===== src/rtl/cpu_pkg.sv =====
// Shared CPU definitions: 8-bit opcode constants, the fetch-unit state
// encoding and the two-word opcode check. Imported by the fetch unit,
// the instruction memory and the control unit so they agree on encodings.
package cpu_pkg;

   localparam logic [7:0] OP_LDAC   = 8'd1;
   localparam logic [7:0] OP_STAC   = 8'd2;
   localparam logic [7:0] OP_MVAC   = 8'd3;
   localparam logic [7:0] OP_MOVR   = 8'd4;
   localparam logic [7:0] OP_ADD    = 8'd5;
   localparam logic [7:0] OP_SUB    = 8'd6;
   localparam logic [7:0] OP_INAC   = 8'd7;
   localparam logic [7:0] OP_CLAC   = 8'd8;
   localparam logic [7:0] OP_AND    = 8'd9;
   localparam logic [7:0] OP_OR     = 8'd10;
   localparam logic [7:0] OP_XOR    = 8'd11;
   localparam logic [7:0] OP_NOT    = 8'd12;
   localparam logic [7:0] OP_LOADIM = 8'd33;
   localparam logic [7:0] OP_JUMPZ  = 8'd35;
   localparam logic [7:0] OP_JUMPNZ = 8'd39;
   localparam logic [7:0] OP_JUMP   = 8'd40;
   localparam logic [7:0] OP_ENDOP  = 8'd42;

   typedef enum logic [2:0] {
      S_FETCH    = 3'd0,
      S_OPC      = 3'd1,
      S_FETCH_OP = 3'd2,
      S_OPND     = 3'd3,
      S_VALID    = 3'd4,
      S_HALT     = 3'd5
   } fetch_state_t;

   // Opcodes that carry a 16-bit operand in the following memory word.
   function automatic logic is_two_word(input logic [7:0] opcode);
      return (opcode == OP_LOADIM) || (opcode == OP_JUMPZ) ||
             (opcode == OP_JUMPNZ) || (opcode == OP_JUMP);
   endfunction

endpackage


===== src/rtl/instr_fetch.sv =====
// Instruction fetch unit. Reads one- or two-word instructions from a
// memory with one cycle of read latency, holds the decoded opcode/operand
// until the control unit acknowledges, follows unconditional jumps itself
// and accepts redirects (taken conditional branches) from the control unit.
//
// Ports:
//   clk, rst_n      clock, asynchronous active-low reset
//   mem_addr        word address to instruction memory (always = pc)
//   mem_rd_data     memory word, valid one cycle after mem_addr
//   mem_write_en    tied 0, the fetch unit never writes
//   ir_valid        opcode/operand held and ready
//   ir_ack          control unit consumes the instruction
//   ir_opcode       opcode (low byte of the first word)
//   ir_operand      second word of a two-word instruction, else 0
//   pc              address of the next word to fetch
//   redirect_en     force a fetch from redirect_addr
//   redirect_addr   redirect target
//   halted          endop has been consumed
//
// state      | meaning
// S_FETCH    | address presented, waiting for memory latency
// S_OPC      | opcode word on mem_rd_data: latch opcode, pc+1
// S_FETCH_OP | operand address presented, waiting for memory latency
// S_OPND     | operand word on mem_rd_data: latch operand, pc+1
// S_VALID    | instruction held, waiting for ir_ack
// S_HALT     | endop consumed, terminal until reset
module instr_fetch
   import cpu_pkg::*;
#(
   parameter logic [15:0] RESET_PC = 16'd0
) (
   input  logic        clk,
   input  logic        rst_n,
   output logic [15:0] mem_addr,
   input  logic [15:0] mem_rd_data,
   output logic        mem_write_en,
   output logic        ir_valid,
   input  logic        ir_ack,
   output logic [7:0]  ir_opcode,
   output logic [15:0] ir_operand,
   output logic [15:0] pc,
   input  logic        redirect_en,
   input  logic [15:0] redirect_addr,
   output logic        halted
);

   fetch_state_t state_q, state_d;
   logic [15:0]  pc_d;
   logic [7:0]   opcode_d;
   logic [15:0]  operand_d;

   always_ff @(posedge clk or negedge rst_n) begin
      if (!rst_n) begin
         state_q    <= S_FETCH;
         pc         <= RESET_PC;
         ir_opcode  <= 8'd0;
         ir_operand <= 16'd0;
      end else begin
         state_q    <= state_d;
         pc         <= pc_d;
         ir_opcode  <= opcode_d;
         ir_operand <= operand_d;
      end
   end

   always_comb begin
      state_d   = state_q;
      pc_d      = pc;
      opcode_d  = ir_opcode;
      operand_d = ir_operand;
      // Redirect outranks everything, including an ack on jump/endop;
      // whatever was partially fetched is simply dropped.
      if (redirect_en && (state_q != S_HALT)) begin
         pc_d    = redirect_addr;
         state_d = S_FETCH;
      end else begin
         case (state_q)
            S_FETCH: state_d = S_OPC;
            S_OPC: begin
               opcode_d = mem_rd_data[7:0];
               pc_d     = pc + 16'd1;
               if (is_two_word(mem_rd_data[7:0])) begin
                  state_d = S_FETCH_OP;
               end else begin
                  operand_d = 16'd0;
                  state_d   = S_VALID;
               end
            end
            S_FETCH_OP: state_d = S_OPND;
            S_OPND: begin
               operand_d = mem_rd_data;
               pc_d      = pc + 16'd1;
               state_d   = S_VALID;
            end
            S_VALID: begin
               if (ir_ack) begin
                  if (ir_opcode == OP_JUMP) begin
                     pc_d    = ir_operand;
                     state_d = S_FETCH;
                  end else if (ir_opcode == OP_ENDOP) begin
                     state_d = S_HALT;
                  end else begin
                     state_d = S_FETCH;
                  end
               end
            end
            S_HALT:  state_d = S_HALT;
            default: state_d = S_FETCH;
         endcase
      end
   end

   assign mem_addr     = pc;
   assign mem_write_en = 1'b0;
   assign ir_valid     = (state_q == S_VALID);
   assign halted       = (state_q == S_HALT);

endmodule


===== config.mk =====
export PLATFORM = sky130hd
export DESIGN_NAME = instr_fetch
export DESIGN_NICKNAME = d
export VERILOG_FILES = /design/src/rtl/cpu_pkg.sv /design/src/rtl/instr_fetch.sv
export SDC_FILE = /design/constraint.sdc
export NUM_CORES = 1
export LEC_CHECK = 0
export ABC_AREA = 1
export CAP_MARGIN = 20
export CORE_MARGIN = 3
export CORE_UTILIZATION = 46
export DETAILED_ROUTE_END_ITERATION = 16
export HOLD_SLACK_MARGIN = 0.1
export PLACE_DENSITY = 0.77
export SYNTH_ARGS = -nofsm -noshare
export SYNTH_HDL_FRONTEND = slang
export SYNTH_SLANG_ARGS = --single-unit

===== constraint.sdc =====
create_clock -name clk -period 1.8 [get_ports clk]
set_clock_uncertainty 0.1 [all_clocks]
set_input_delay 0.18 -clock clk [delete_from_list [all_inputs] [get_ports clk]]
set_output_delay 0.18 -clock clk [all_outputs]
set_load 0.05 [all_outputs]

# --- After elaboration in Yosys (flattened, before gate mapping) ---
# Index checks and enable logic that the tools add are counted.
word_totals:
  regBits: 43
  input_bits: 36
classes:
  add_sub_neg: 1
  n_eq_ne: 15
  muxes: 12
  bitwise: 1
  n_reduce_logical: 11
op_table:
  columns: ["operator", "count"]
  rows:
  - ["$mux 16", 4]
  - ["$pmux 16 s2", 2]
  - ["$eq 8x6->1 const B", 6]
  - ["$pmux 3 s6", 1]
  - ["$add 16x1->16 const B", 1]
  - ["$mux 3", 5]
  - ["$eq 3x2->1 const B", 2]
  - ["$eq 3x3->1 const B", 2]
  - ["$ne 3x1->1 const B", 2]
  - ["$reduce_and 3->1", 2]
  - ["$eq 3x1->1 const B", 1]
  - ["$logic_not 3->1", 1]
  - ["$logic_or 1x1->1", 3]
  - ["$ne 3x3->1 const B", 1]
  - ["$reduce_bool 3->1", 1]
  - ["$ne 2x2->1 const B", 1]
  - ["$reduce_and 2->1", 1]
  - ["$reduce_bool 2->1", 1]
  - ["$reduce_or 2->1", 1]
  - ["$logic_and 1x1->1", 1]
  - ["$not 1->1", 1]

# --- Logic depth before layout (Yosys ltp) ---
# Gate-level depths: netlist of the first run.
depth:
  depth_word: 7
  depth_mapped: 11

# --- Worst setup path after synthesis of the first run ---
# Ideal clock, no wire load.
synth_timing:
  path_kind: "reg-to-reg"
  start: "register pc[1] (netlist: mem_addr[1])"
  end: "register pc[6] (netlist: mem_addr[6])"
  setup_ns: 0.118
  arrival_ns: 1.645
  path_slack_ns: -0.063
  path_stages_with_launch: 10
  cell_sequence: "dfrtp_1 -> ha_1 -> nand3_1 -> nor2_1 -> xnor2_1 -> nand2_1 -> nand2_1 -> nand2_1 -> nand2_1 -> nand2_1"
synth_between:
  elab_chain_len: 3
synth_rtl:
  columns: ["element", "line", "rtl"]
  rows:
  - ["start, declared", "instr_fetch.sv:41", "output logic [15:0] pc,"]
  - ["start signal, assigned", "instr_fetch.sv:60", "pc <= pc_d;"]
  - ["$add 16x1->16", "instr_fetch.sv:81, instr_fetch.sv:92", null]
  - ["$pmux 16 s2", "instr_fetch.sv:77", "case (state_q)"]
  - ["$mux 16", "instr_fetch.sv:73", "if (redirect_en && (state_q != S_HALT)) begin"]
# No other way between the ends.
# A chain may end at the register's enable or synchronous reset.

# --- Final worst setup path of the first run ---
layout_timing:
  start: "register state_q[1]"
  end: "output port ir_valid"
layout_between:
  elab_chain_len: 1
layout_rtl:
  columns: ["element", "line", "rtl"]
  rows:
  - ["start, declared", "instr_fetch.sv:47", "fetch_state_t state_q, state_d;"]
  - ["start signal, assigned", "instr_fetch.sv:59", "state_q <= state_d;"]
  - ["$eq 3x3->1", "instr_fetch.sv:115", "assign ir_valid = (state_q == S_VALID);"]
  - ["end, declared", "instr_fetch.sv:37", "output logic ir_valid,"]
# No other way between the ends.

==> results of run 1 <==
==> through the flow <==
| step | util, % | total power, mW | TNS [ps] |
|---|---|---|---|
| after CTS | 61.5 | 6.66 | 0 |
| after global placement | 59.8 | 5.97 | 0 |
| after detailed placement | 59.8 | 6.04 | -1380 |
| after global routing | 62.2 | 7.19 | -80.0 |
| final | 62.2 | 6.74 | 0 |
| after floorplan | - | 5.12 | 0 |
==> routing by layer <==
metal,global-route usage (%),vias up,part of all wire [%]
met5,0,-,0
met4,6.19,0,0.85
met3,4.42,6,7.4
met2,34.9,81,47
met1,27.8,1228,45
li1,-,1408,-
==> worst max-delay path: cells and delay by family (launching register included) <==
family	cells	cell delay [ps]
buffers and inverters	3	440
flip-flops	1	440
AND/OR/NAND/NOR	2	240
==> worst paths after layout <==
check / start / to / slack [ps] / cells after the start
min in group clk: mem_rd_data[14] / ir_operand[14] / 340 / 3
max reg2reg: state_q[0] / mem_addr[0] / 150 / 9
max in group asynchronous: rst_n / mem_addr[8] / 820 / 3
min: rst_n / state_q[2] / 230 / 2
min reg2reg: ir_operand[8] / ir_operand[8] / 440 / 2
max: state_q[1] / ir_valid / 100 / 5
==> cell type report <==
| type | count | area [um^2] |
|---|---|---|
| Clock buffer | 5 | 68.8 |
| Clock inverter | 3 | 20.0 |
| Fill cell | 550 | 2250 |
| Inverter | 53 | 204 |
| Multi-Input combinational cell | 278 | 1330 |
| Sequential cell | 43 | 1080 |
| Tap cell | 75 | 93.8 |
| Timing Repair Buffer | 103 | 908 |
==> cell families after synthesis <==
kind of cell,Yosys count
multiplexers,1
flip-flops,43
buffers and inverters,83
adder cells (fa/ha/maj),1
AO/OA/AOI/OAI,63
other,1
AND/OR/NAND/NOR,208
XOR/XNOR,4
==> state kept, by name (all words and copies together), names as in the netlist <==
| name | count |
|---|---|
| ir_operand | 16 |
| mem_addr | 16 |
| ir_opcode | 8 |
| state_q | 3 |
==> repair_timing <==
action                                  CTS  global route
endpoints found under the setup margin    0             8
endpoints found under the hold margin    43             0
setup buffers                             0             2
resized for setup                         0             6
hold buffers                              1             0
==> cell usage in the layout (no fill, tap or decap), types with 2 or more instances in the layout <==
cell and n:
nand2_1 119, buf_4 63, nor2_1 49, dfrtp_1 40, inv_1 39, clkdlybuf4s50_1 34, o21ai_1 23, nand3_1 20
o21ai_0 17, a21oi_1 10, o21ai_2 10, clkinv_1 7, inv_2 5, nand4_1 5, clkbuf_8 5, nand2_4 4
buf_12 4, xnor2_1 3, dfrtp_2 3, nand2_2 2, inv_4 2, nor3_1 2, nand3b_1 2, clkinvlp_4 2
==> where the power goes <==
| part | leakage (nW) | internal (mW) | switching, mW |
|---|---|---|---|
| logic | 1.28 | 1.40 | 3.02 |
| registers | 0.545 | 1.27 | 0.445 |
| clock network | 0.0402 | 0.270 | 0.348 |
| total | 1.86 | 2.93 | 3.81 |
==> flow_metrics.py, run 1 <==
metrics = {
    "status": {
        "status": "completed",
    },
    "yosys": {
        "yosysTopAreaCell": "dfrtp_1",
        "synth_edf_count": 0,
        "avgSynthCellArea_um2": 7.05,
        "synth_xor_area_share_pct": 1.23,
        "synth.mux.area_fraction_pct": 0.396,
        "synth_ff_type": "dfrtp_1",
        "synth_cell_types": 33,
        "yosys.area_share.simple_pct": 31.4,
        "synth-compound-area-share_pct": 12.7,
        "ys_async_sr_fraction_pct": 100,
        "synthCells": 404,
        "synth_area_leaders": "dfrtp_1, nand2_1, nor2_1",
        "synth_area_um2": 2850,
        "synthesis.nets": 441,
        "synth_fa_ha_area_share_pct": 0.440,
        "yosysWarnings": 0,
        "synth.most_common_cell": "nand2_1",
        "ys_seq_area_share_pct": 37.8,
        "synth_top_area_share_pct": 37.8,
        "synth_top_family_by_area": "simple AND/OR/NAND/NOR gates",
        "synth-seq-cells": 43,
        "synthTopCellsByCount": "nand2_1, nor2_1, dfrtp_1, inv_1, o21ai_1",
    },
    "timing": {
        "slew_viol_final": 0,
        "setup_viol": 0,
        "fmax_mhz": 589,
        "finalCritPeriodShare_pct": 94.3,
        "final.min_clock_period_ps": 1700,
        "hold_viol": 0,
        "whs_ps": 234,
        "fin_ws_ps": 103,
        "rsz0062_at_grt": "true",
    },
    "floorplanning": {
        "chipHeight_um": 84.7,
        "core_um2": 5960,
        "dieArea_um2": 7170,
        "rows": 28,
        "die_x_um": 84.7,
        "ios": 95,
        "initial_utilization_pct": 47.8,
    },
    "job": {
        "maxCapViolations": 0,
    },
    "layout": {
        "fin_cells": 560,
        "nNetsFinal": 521,
        "drive_gt1_share_pct": 22.7,
        "n_antenna_cell": 0,
        "syn_to_final_growth_pct": 30.1,
        "design_area_um2": 3700,
    },
    "clock_network": {
        "clock_latency_ps": 300,
        "clkTransAtPathRegs_ps": 90,
        "cts_max_level": 2,
        "clkSinkCount": 43,
        "cts_tree": "done",
        "root_buffer": "clkbuf_8",
        "cts_buffer_depth": 2,
        "cts_buffers": 5,
    },
    "global_route": {
        "grt_pass1_vias": 2594,
        "grt_max_degree": 33,
        "grt_pass1_wl_um": 12400,
        "groute.usage.overall_pct": 21.0,
        "antenna_found_initial": 0,
        "grt_remaining_overflow": 0,
    },
    "placed_design": {
        "port_buffers": 93,
        "placed_area_um2": 3560,
        "hpwl_um": 5540,
        "place_congestion": 0.914,
        "dp_cells": 549,
        "post-place-ws_ps": -94.7,
    },
    "power_and_ir_drop": {
        "power.density_nw_per_um2": 1820,
        "power.leakage_nw": 1.86,
        "ir_drop_mv": 1.19,
    },
    "worst_setup_path": {
        "required_ps": 1520,
        "crit_chain": "nor2_1, nand2_2, buf_4, inv_4, buf_12",
        "path_class": "reg2out",
        "critPathCaptureType": "output pin",
        "crit_arrival_ps": 1420,
        "worst_path_max_delay_cell": "dfrtp_2",
        "cpPeakStageDelay_ps": 440,
        "cp_max_fo": 13,
        "start_kind": "register",
    },
    "worst_hold_path": {
        "worstHoldPathType": "in2async",
    },
    "routing": {
        "drtAntennaViolNets": 0,
        "dr.pass1.iters": 5,
        "routed_via_density": 4.86,
        "drt_iter0_markers": 124,
        "num_vias": 2723,
        "drcViolationCount": 0,
        "routedWlPerCell_um": 12.8,
        "wirelength_um": 7190,
    },
}
Note: power is estimated with default switching activity, not from simulation.
==> run 2: changes to the inputs <==
- ABC_CLOCK_PERIOD_IN_PS: default -> 1800
- CAP_MARGIN: 20 -> default
==> results of run 2 <==
The final DEF is identical to that of run 1; final timing and power are the same.
